[src/rtl/debounce_pulse_pkg.sv]
// Shared types for the debounce_pulse input conditioner.
// Holds the FSM state encoding and the default stability window.
package debounce_pulse_pkg;

    // 10 ms at 50 MHz
    localparam int unsigned STABLE_CYCLES_DEF = 500000;

    typedef enum logic [1:0] {
        S_LOW         = 2'b00,
        S_LOW_TO_HIGH = 2'b01,
        S_HIGH        = 2'b11,
        S_HIGH_TO_LOW = 2'b10
    } state_e;

endpackage

[src/rtl/debounce_pulse_if.sv]
// Button-side bundle of debounce_pulse.
// btn: raw input; level/rise/fall: debounced level and edge pulses.
interface debounce_pulse_if;

    logic btn;
    logic level;
    logic rise;
    logic fall;

    modport master (
        output btn,
        input  level,
        input  rise,
        input  fall
    );

    modport slave (
        input  btn,
        output level,
        output rise,
        output fall
    );

endinterface

[src/rtl/debounce_pulse_sync_2ff.sv]
// Two-flop synchronizer for one asynchronous bit.
// clk, rst_n (async, active-low, clears to 0), d_i raw, q_o synced.
module sync_2ff (
    input  logic clk,
    input  logic rst_n,
    input  logic d_i,
    output logic q_o
);

    logic s1_q;
    logic s2_q;

    always_ff @(posedge clk or negedge rst_n) begin
        if (!rst_n) begin
            s1_q <= 1'b0;
            s2_q <= 1'b0;
        end else begin
            s1_q <= d_i;
            s2_q <= s1_q;
        end
    end

    assign q_o = s2_q;

endmodule

[src/rtl/debounce_pulse.sv]
// Debouncer: 2-FF sync, stability counter, 4-state FSM.
// clk, reset (async, active-low), bus.slave: btn in; level/rise/fall out.
module debounce_pulse
    import debounce_pulse_pkg::*;
#(
    parameter int unsigned STABLE_CYCLES = STABLE_CYCLES_DEF
) (
    input  logic             clk,
    input  logic             reset,
    debounce_pulse_if.slave  bus
);

    localparam int unsigned CNT_W = $clog2(STABLE_CYCLES + 1);

    localparam logic [CNT_W-1:0] CNT_MAX = CNT_W'(STABLE_CYCLES - 1);
    localparam logic [CNT_W-1:0] CNT_ONE = CNT_W'(1);

    logic             din_s;
    state_e           state_q;
    logic [CNT_W-1:0] cnt_q;
    logic             level_q;
    logic             rise_q;
    logic             fall_q;

    sync_2ff u_sync (
        .clk   (clk),
        .rst_n (reset),
        .d_i   (bus.btn),
        .q_o   (din_s)
    );

    // cnt_q holds how many consecutive samples have already
    // disagreed with level_q; the change is taken when the
    // next agreeing sample would make it STABLE_CYCLES.
    always_ff @(posedge clk or negedge reset) begin
        if (!reset) begin
            state_q <= S_LOW;
            cnt_q   <= '0;
            level_q <= 1'b0;
            rise_q  <= 1'b0;
            fall_q  <= 1'b0;
        end else begin
            rise_q <= 1'b0;
            fall_q <= 1'b0;
            unique case (state_q)
                S_LOW: begin
                    if (din_s) begin
                        if (STABLE_CYCLES == 1) begin
                            state_q <= S_HIGH;
                            level_q <= 1'b1;
                            rise_q  <= 1'b1;
                            cnt_q   <= '0;
                        end else begin
                            state_q <= S_LOW_TO_HIGH;
                            cnt_q   <= CNT_ONE;
                        end
                    end else begin
                        cnt_q <= '0;
                    end
                end
                S_LOW_TO_HIGH: begin
                    if (!din_s) begin
                        state_q <= S_LOW;
                        cnt_q   <= '0;
                    end else if (cnt_q == CNT_MAX) begin
                        state_q <= S_HIGH;
                        level_q <= 1'b1;
                        rise_q  <= 1'b1;
                        cnt_q   <= '0;
                    end else begin
                        cnt_q <= cnt_q + CNT_ONE;
                    end
                end
                S_HIGH: begin
                    if (!din_s) begin
                        if (STABLE_CYCLES == 1) begin
                            state_q <= S_LOW;
                            level_q <= 1'b0;
                            fall_q  <= 1'b1;
                            cnt_q   <= '0;
                        end else begin
                            state_q <= S_HIGH_TO_LOW;
                            cnt_q   <= CNT_ONE;
                        end
                    end else begin
                        cnt_q <= '0;
                    end
                end
                S_HIGH_TO_LOW: begin
                    if (din_s) begin
                        state_q <= S_HIGH;
                        cnt_q   <= '0;
                    end else if (cnt_q == CNT_MAX) begin
                        state_q <= S_LOW;
                        level_q <= 1'b0;
                        fall_q  <= 1'b1;
                        cnt_q   <= '0;
                    end else begin
                        cnt_q <= cnt_q + CNT_ONE;
                    end
                end
            endcase
        end
    end

    assign bus.level = level_q;
    assign bus.rise  = rise_q;
    assign bus.fall  = fall_q;

endmodule

[src/flat_wrapper.sv]
// flat-port wrapper written by rule: the top's interface ports become plain ports
module debounce_pulse_flat import debounce_pulse_pkg::*;
#(
    parameter int unsigned STABLE_CYCLES = STABLE_CYCLES_DEF
)
  (clk, reset, bus_btn, bus_level, bus_rise, bus_fall);
  debounce_pulse_if bus_i ();
  input  logic clk;
  input  logic reset;
  input wire logic [$bits(bus_i.btn)-1:0] bus_btn;
  output wire logic [$bits(bus_i.level)-1:0] bus_level;
  output wire logic [$bits(bus_i.rise)-1:0] bus_rise;
  output wire logic [$bits(bus_i.fall)-1:0] bus_fall;
  assign bus_i.btn = bus_btn;
  assign bus_level = bus_i.level;
  assign bus_rise = bus_i.rise;
  assign bus_fall = bus_i.fall;
  debounce_pulse #(.STABLE_CYCLES(STABLE_CYCLES)) u_core (.clk(clk), .reset(reset), .bus(bus_i));
endmodule
[config.mk]
export PLATFORM = sky130hd
export DESIGN_NAME = debounce_pulse_flat
export DESIGN_NICKNAME = d
export VERILOG_FILES = /design/src/rtl/debounce_pulse_pkg.sv /design/src/rtl/debounce_pulse_if.sv /design/src/rtl/debounce_pulse_sync_2ff.sv /design/src/rtl/debounce_pulse.sv /design/src/flat_wrapper.sv
export SDC_FILE = /design/constraint.sdc
export NUM_CORES = 1
export LEC_CHECK = 0
export ABC_AREA = 0
export CAP_MARGIN = 20
export CORE_MARGIN = 4
export CORE_UTILIZATION = 59
export CTS_CLUSTER_DIAMETER = 200
export DETAILED_ROUTE_END_ITERATION = 6
export PLACE_DENSITY_LB_ADDON = 0.3
export SLEW_MARGIN = 25
export SYNTH_ARGS = -nofsm -noshare
export SYNTH_HDL_FRONTEND = slang
export SYNTH_SLANG_ARGS = --single-unit
[constraint.sdc]
create_clock -name clk -period 2 [get_ports clk]
set_input_delay 0.3 -clock clk [delete_from_list [all_inputs] [get_ports clk]]
set_output_delay 0.3 -clock clk [all_outputs]
set_load 0.01 [all_outputs]
Word level (Yosys, flattened, before mapping)

Index checks and enable logic that the tools add are counted.

Bits in registers: 26
Input bits: 3
Memory bits (read-only): 0
Bits in writable memories: 0
Output and inout bits: 3
Memories: 0
Word-level logic and storage cells: 47
Latch bits: 0

$add $sub $neg: 1
Multiply operators: 0
Div/mod/pow operators: 0
Reduce and logical (&&, ||, !) cells: 4
Eq/ne operators: 12
Order comparisons: 0
Mux-type cells: 23
Bitwise operators: 0
Shifts and indexed selects: 0

Operator list:

| operator                                       | count |
|---|---|
| one-hot mux 19 bit (4 select lines)            | 1 |
| two-way mux 19 bit                             | 3 |
| adder 19 x 1 -> 19 bit (second input constant) | 1 |
| == test 19 bit (second input constant)         | 1 |
| two-way mux 2 bit                              | 6 |
| two-way mux 1 bit                              | 11 |
| != test 2 bit (second input constant)          | 4 |
| one-hot mux 2 bit (4 select lines)             | 1 |
| != test 3 x 2 -> 1 bit (second input constant) | 2 |
| AND reduction 5 bit                            | 1 |
| == test 2 bit (second input constant)          | 2 |
| != test 2 x 1 -> 1 bit (second input constant) | 2 |
| AND reduction 4 bit                            | 1 |
| == test 2 x 1 -> 1 bit (second input constant) | 1 |
| zero test 2 bit                                | 1 |
| one-hot mux 1 bit (2 select lines)             | 1 |
| nonzero test 2 bit                             | 1 |

Longest topological paths before layout

Gate-level depths: netlist of run 1.

Depth in word-level cells: 4
Gate-level depth with buffers: 7
Gate-level depth less buffers: 6

Cells and area by module

A second synthesis of run 1 with hierarchy kept.

Cell total of the unflattened synthesis: 146
Area, all modules: 1,411.4 µm²

Modules (own cells, without submodules):

| module         | instances | area each (µm²) | cells an instance |
|---|---|---|---|
| debounce_pulse | 1         | 1,361.3         | 144 |
| sync_2ff       | 1         | 50.0            | 2 |

Least setup slack after synthesis of run 1

OpenSTA, ideal clock, no wires.

Kind: register to register
From: reg u_core.cnt_q[0]
To: reg u_core.state_q[1]
Setup time: 0.124 ns
Stages on the path, launching flop included: 7
Arrival: 1.485 ns
Data required time: 1.876 ns
Path slack: 0.391 ns
Clock period less this slack: 1.609 ns
Path through: dfrtp_1 ha_1 and3_1 buf_2 nand2_1 o21a_1 a211o_1

Longest elaborated chain between the ends: 3

RTL lines:

| what                             | RTL line                                   | text |
|---|---|---|
| from (decl)                      | debounce_pulse.sv:20                       | `logic [CNT_W-1:0] cnt_q;` |
| from (signal assigned)           | debounce_pulse.sv:71                       | `cnt_q <= cnt_q + CNT_ONE;` |
| from (signal assigned)           | debounce_pulse.sv:99                       | `cnt_q <= cnt_q + CNT_ONE;` |
| == test 19 bit *                 | debounce_pulse.sv:65, debounce_pulse.sv:93 |  |
| != test 3 x 2 -> 1 bit (no line) | n/a                                        |  |
| AND reduction 4 bit (no line) *  | n/a                                        |  |
| to (signal assigned)             | debounce_pulse.sv:63                       | `state_q <= S_LOW;` |
| to (signal assigned)             | debounce_pulse.sv:66                       | `state_q <= S_HIGH;` |
| to (signal assigned)             | debounce_pulse.sv:94                       | `state_q <= S_LOW;` |
| to (decl)                        | debounce_pulse.sv:19                       | `state_e state_q;` |

Mark *: on every way between the ends. The rest lies on a longest branch, timed or not.
A chain may end at the register's enable or synchronous reset.

Worst setup path in the final report of run 1

From: reg u_core.cnt_q[0]
To: reg u_core.cnt_q[5]

Longest elaborated chain between the ends: 4

RTL lines:

| what                                                            | RTL line                                   | text |
|---|---|---|
| adder 19 x 1 -> 19 bit / == test 19 bit (equally long branches) | n/a                                        |  |
| two-way mux 19 bit *                                            | debounce_pulse.sv:65, debounce_pulse.sv:93 |  |
| two-way mux 19 bit (on tied branches)                           | debounce_pulse.sv:90, debounce_pulse.sv:62 |  |
| one-hot mux 19 bit (4 select lines) *                           | debounce_pulse.sv:45                       | `unique case (state_q)` |

Marks and branches as above.

==> results of run 1 <==
==> worst max-delay path: stages, from the launching register on <==
cell	delay, ns
dfrtp_1	0.44
ha_1	0.22
and3_1	0.29
nand2_1	0.19
o211ai_4	0.45
nor2_1	0.12
==> synth_stat cells <==
cell / number
a2111oi_0: 1
a211o_1: 1
a21o_1: 1
a21oi_1: 4
a2bb2oi_1: 1
a31o_2: 1
and3_1: 4
and4_1: 2
and4bb_2: 1
buf_1: 1
buf_2: 1
buf_6: 2
clkbuf_1: 1
dfrtp_1: 26
ha_1: 5
inv_1: 4
nand2_1: 9
nand2b_1: 2
nand3_1: 8
nand3_2: 2
nand3b_1: 1
nand4_1: 6
nand4b_1: 2
nor2_1: 17
nor3_1: 4
nor4_2: 2
nor4b_4: 2
o211ai_1: 2
o211ai_4: 1
o21a_1: 1
o21ai_0: 4
o21ai_1: 2
o21bai_1: 1
o311ai_0: 1
o41ai_1: 1
or2_2: 1
or3_1: 2
or4_1: 1
xnor2_1: 6
xor2_1: 7
==> registers in the layout (all words and copies together), names as in the netlist <==
signal / cells
u_core.u_sync.q_o: 1
u_core.bus.rise: 1
u_core.bus.level: 1
u_core.state_q: 2
u_core.cnt_q: 19
u_core.bus.fall: 1
u_core.u_sync.s1_q: 1
==> power by group through the flow <==
stage	registers, mW	clock network, mW	logic [mW]
after global placement	0.611	0	0.314
after detailed placement	0.617	0	0.332
after global routing	0.613	0.289	0.372
after floorplan	0.604	0	0.270
after CTS	0.606	0.269	0.332
final	0.609	0.274	0.333
==> through the flow <==
step / std cells / hold slack, ns / total power, mW / util
finish: 174 / 0.315 / 1.22 / 0.676
global route: 174 / 0.341 / 1.27 / 0.676
CTS: 174 / 0.330 / 1.21 / 0.676
detailed placement: 170 / 0.336 / 0.949 / 0.660
global placement: 170 / 0.335 / 0.925 / 0.660
floorplan: 141 / 0.00441 / 0.874 / -
==> kinds of logic after synthesis <==
family                     after synthesis  synth area share
adders and majority gates                5            0.0433
buffers and inverters                    9            0.0346
xor gates and xnor gates                13            0.0788
and+or+nand+nor                         66             0.281
DFF                                     26             0.450
AOI/OAI and AO/OA                       22             0.112
==> how the worst max path moves through the flow <==
stage | startpoint | endpoint | slack [ns] | cells past startpoint
floorplan | u_core.cnt_q[0]$_DFF_PN0_ | u_core.state_q[1]$_DFFE_PN0P_ | 0.39 | 6
global placement | u_core.cnt_q[0]$_DFF_PN0_ | u_core.state_q[1]$_DFFE_PN0P_ | 0.27 | 5
detailed placement | u_core.cnt_q[0]$_DFF_PN0_ | u_core.cnt_q[5]$_DFF_PN0_ | 0.21 | 5
CTS | u_core.cnt_q[0]$_DFF_PN0_ | u_core.cnt_q[5]$_DFF_PN0_ | 0.19 | 5
global route | u_core.cnt_q[0]$_DFF_PN0_ | u_core.cnt_q[5]$_DFF_PN0_ | 0.05 | 5
finish | u_core.cnt_q[0]$_DFF_PN0_ | u_core.cnt_q[5]$_DFF_PN0_ | 0.17 | 5
==> cell type report <==
| type | count | area, sq um |
|---|---|---|
| multi-input cells | 106 | 744 |
| fillers | 156 | 737 |
| flip-flops and latches | 26 | 651 |
| repair buffers | 6 | 57.6 |
| clock buffers | 4 | 36.3 |
| well taps | 28 | 35.0 |
| inverters | 4 | 15.0 |
==> layer usage <==
metal / GRT usage / vias to the layer above
met2: 0.302 / 33
met1: 0.237 / 552
met5: 0 / -
met4: 0.0695 / 0
li1: - / 518
met3: 0.0294 / 6
==> run metrics, run 1 <==
post-layout min period=1.83 ns; Seq/Total Area, Yosys=0.450; Worst-Skew Late Latency=0.33 ns; Critical R2R Capture=u_core.cnt_q[5]$_DFF_PN0_; Placed Area=1500 sq um; Overflow after GRT=0; Post-layout nets=between 150 and 200; Logic pwr share=0.274; maximum VDD drop=0.779 mV; GRT Overall Usage=0.182; Clk pwr share=0.225; Detail Placement HPWL=2110 microns; P&R area growth vs syn=6.49%; reg-to-reg startpoint=u_core.cnt_q[0]$_DFF_PN0_; status=finished, final reports clean; most frequent cells in the layout=dfrtp_1 (26), nor2_1 (17), nand2_1 (9), nand3_1 (8), xor2_1 (7); Cell variety after synth=40; leading cell type in the layout, fill and taps excluded=dfrtp_1; pwr dens=790 nW/um^2; Routed WL=2800 microns; Setup Viol. Count Final=0; post-cts resize count=0; first-pass GRT wire length=4730 microns; I/O Pins=6; met2 WL=1340 microns; syn avg cell area=10.2 sq um; Detailed Routing Iterations Pass 1=4; Via Count=1109; row count=17; Final Hold Vio Count=0; period utilization=0.916; routability-driven placement congestion ratio=0.848; Final ANT Viol Nets=0; Vias per Instance=6.37; initial DRC count=53; critical-path maximum fanout=17; RSZ-0062 raised after global routing=false; core area=~2300 sq um; YS warnings=0; sw power=0.416 mW; layout cells sized above 1=0.103; vias in the first global route=1052; die height=around 57 microns; clk buf depth=2; worst rel slew slack=0.680; arrival time worst endpoint=2.04 ns; Fin Setup TNS=0 ns; post-synthesis register bit count=26; largest net degree at the start of global routing=27; H-tree levels=1; Die ar.=3310 sq um; Seq pwr share=0.501; initial core utilization=0.635; final worst slack=0.168 ns; clock sinks=26; Worst-path clk slew=around 0.14 ns; Crit Path Class=reg2reg; sw frac=0.342; Pint=0.799 mW; root buf cell=clkbuf_4; routed length on met3=roughly 140 microns; DR DRC count=0; main area contributors after synthesis=dfrtp_1 (45%), nor2_1 (4.4%), ha_1 (4.3%); port bufs=5; area share of the largest cell type after synthesis=0.450; Setup Fix Bufs, Post-CTS=0; ant diodes=0; synthesized net count=149; CP Capture Type=flop; Slew @ Worst Pin=around 0.48 ns; Pleak=0.603 nW; WL/cell=roughly 16 microns; Tightest Hold Check Type=in2async; Hold-fix buffers, CTS=0; Yosys top cell by area=dfrtp_1; Setup Slack @ Placement=0.207 ns; Gate Count Post-Synth=141; TritonCTS Buffers=3; critical path required time=2.21 ns; initial antenna violation count=0; cells on worst reg2reg path=5; max-capacitance violation count=0; fmax=0.546 GHz; Die Span X=57.5 microns; TritonCTS clock tree=built; Mapped Area=roughly 1400 sq um; Worst R2R Setup Slack=0.17 ns; design area=1540 sq um; Worst Skew=0.00329 ns; pins over their slew limit=0; crit start category=flop; max layer used=met4; DRT met1 WL=1280 microns
(Power assumes the default switching activity.)
==> inputs of run 2 (changes only) <==
--- a/config.mk
+++ b/config.mk
@@ -11,6 +11,7 @@
 export CORE_UTILIZATION = 59
 export CTS_CLUSTER_DIAMETER = 200
 export DETAILED_ROUTE_END_ITERATION = 6
+export MAX_ROUTING_LAYER = met4
 export PLACE_DENSITY_LB_ADDON = 0.3
 export SLEW_MARGIN = 25
 export SYNTH_ARGS = -nofsm -noshare
==> run metrics, run 2 (synthesis results as in run 1) <==
Detailed Routing Iterations Pass 1=4; ant diodes=0; reg-to-reg startpoint=u_core.cnt_q[0]$_DFF_PN0_; GRT Overall Usage=0.188; WL/cell=16.2 microns; first-pass GRT wire length=about 4700 microns; Worst R2R Setup Slack=0.17 ns; cells on worst reg2reg path=5; initial core utilization=0.635; maximum VDD drop=slightly below 0.8 mV; DRT met1 WL=around 1300 microns; critical-path maximum fanout=17; crit start category=flop; largest net degree at the start of global routing=27; Pleak=0.603 nW; initial DRC count=43; Fin Setup TNS=0 ns; max layer used=met4; clock sinks=26; leading cell type in the layout, fill and taps excluded=dfrtp_1; P&R area growth vs syn=6.49%; status=finished, final reports clean; pins over their slew limit=0; critical path required time=between 2 and 2.5 ns; period utilization=0.916; worst rel slew slack=0.681; Setup Viol. Count Final=0; RSZ-0062 raised after global routing=false; Worst-Skew Late Latency=0.32 ns; max-capacitance violation count=0; core area=roughly 2300 sq um; fill count=156; TritonCTS Buffers=3; Hold-fix buffers, CTS=0; post-cts resize count=0; met2 WL=1340 microns; Top Registers=u_core.cnt_q x19, u_core.state_q x2; Overflow after GRT=0; arrival time worst endpoint=2.04 ns; Final ANT Viol Nets=0; initial antenna violation count=0; Die Span X=roughly 57 microns; port bufs=5; vias in the first global route=1048; Placed Area=1500 sq um; Largest Register=u_core.cnt_q; design area=1540 sq um; Setup Fix Bufs, Post-CTS=0; DR DRC count=0; routed length on met3=around 120 microns; Final Hold Vio Count=0; post-layout min period=1.83 ns; most frequent cells in the layout=dfrtp_1 (26), nor2_1 (17), nand2_1 (9), nand3_1 (8), xor2_1 (7); I/O Pins=6; Detail Placement HPWL=2110 microns; Worst Skew=0.00318 ns; Critical R2R Capture=u_core.cnt_q[11]$_DFF_PN0_; Slew @ Worst Pin=0.476 ns; Post-layout nets=approximately 160; Worst-path clk slew=0.14 ns; clk buf depth=2; Routed WL=2820 microns; routability-driven placement congestion ratio=0.862; CP Capture Type=flop; root buf cell=clkbuf_4; Vias per Instance=between 6 and 7; Crit Path Class=reg2reg; fmax=0.546 GHz; layout cells sized above 1=0.103; die height=57.5 microns; Via Count=approximately 1.1k; number of flip-flops in the largest register=19; Die ar.=3310 sq um; pwr dens=roughly 800 nW/um^2; H-tree levels=1; TritonCTS clock tree=built; row count=17; Tightest Hold Check Type=in2async
==> run 2: cell counts in the layout (fill, tap and decap cells not counted) <==
Identical to the previous run, type by type.
==> run 2: worst max path at each step <==
stage	startpoint	to	slack [ns]
2_1_floorplan	u_core.cnt_q[0]$_DFF_PN0_	u_core.state_q[1]$_DFFE_PN0P_	0.39
5_1_grt	u_core.cnt_q[0]$_DFF_PN0_	u_core.cnt_q[5]$_DFF_PN0_	0.04
3_3_place_gp	u_core.cnt_q[0]$_DFF_PN0_	u_core.state_q[1]$_DFFE_PN0P_	0.27
3_5_place_dp	u_core.cnt_q[0]$_DFF_PN0_	u_core.cnt_q[5]$_DFF_PN0_	0.21
4_1_cts	u_core.cnt_q[0]$_DFF_PN0_	u_core.cnt_q[5]$_DFF_PN0_	0.19
6_report	u_core.cnt_q[0]$_DFF_PN0_	u_core.cnt_q[11]$_DFF_PN0_	0.17
==> run 2: critical path: stages, from the launching register on <==
cell      delay, ns
dfrtp_1        0.44
ha_1           0.22
and3_1         0.29
nand2_1        0.19
o211ai_4       0.45
nor2_1         0.12
==> run 2: layer usage <==
layer / GRT usage / up-vias
met2: 0.302 / 25
met5: - / -
li1: - / 519
met1: 0.239 / 570
met4: 0.0695 / 0
met3: 0.0294 / 8
==> run 2: layout make-up <==
class / count / area [sq um] / share of cell area
flip-flops and latches: 26 / 651 / 0.423
repair buffers: 6 / 57.6 / 0.0374
multi-input cells: 106 / 744 / 0.484
inverters: 4 / 15.0 / 0.00976
well taps: 28 / 35.0 / 0.0228
clock buffers: 4 / 36.3 / 0.0236
==> run 2: power by group <==
part	total (mW)	internal, mW	switching [mW]
clock	0.270	0.111	0.159
combinational	0.335	0.126	0.209
sequential	0.609	0.562	0.0469
==> run 2: per-stage QoR <==
step / std cells / worst slack, ns / total power, mW / utilization / hold slack [ns]
6_report: 174 / 0.169 / 1.21 / 0.676 / 0.322
5_1_grt: 174 / 0.0400 / 1.27 / 0.676 / 0.341
4_1_cts: 174 / 0.185 / 1.21 / 0.676 / 0.330
3_5_place_dp: 170 / 0.207 / 0.949 / 0.660 / 0.336
3_3_place_gp: 170 / 0.272 / 0.925 / 0.660 / 0.335
2_1_floorplan: 141 / 0.391 / 0.874 / - / 0.00441
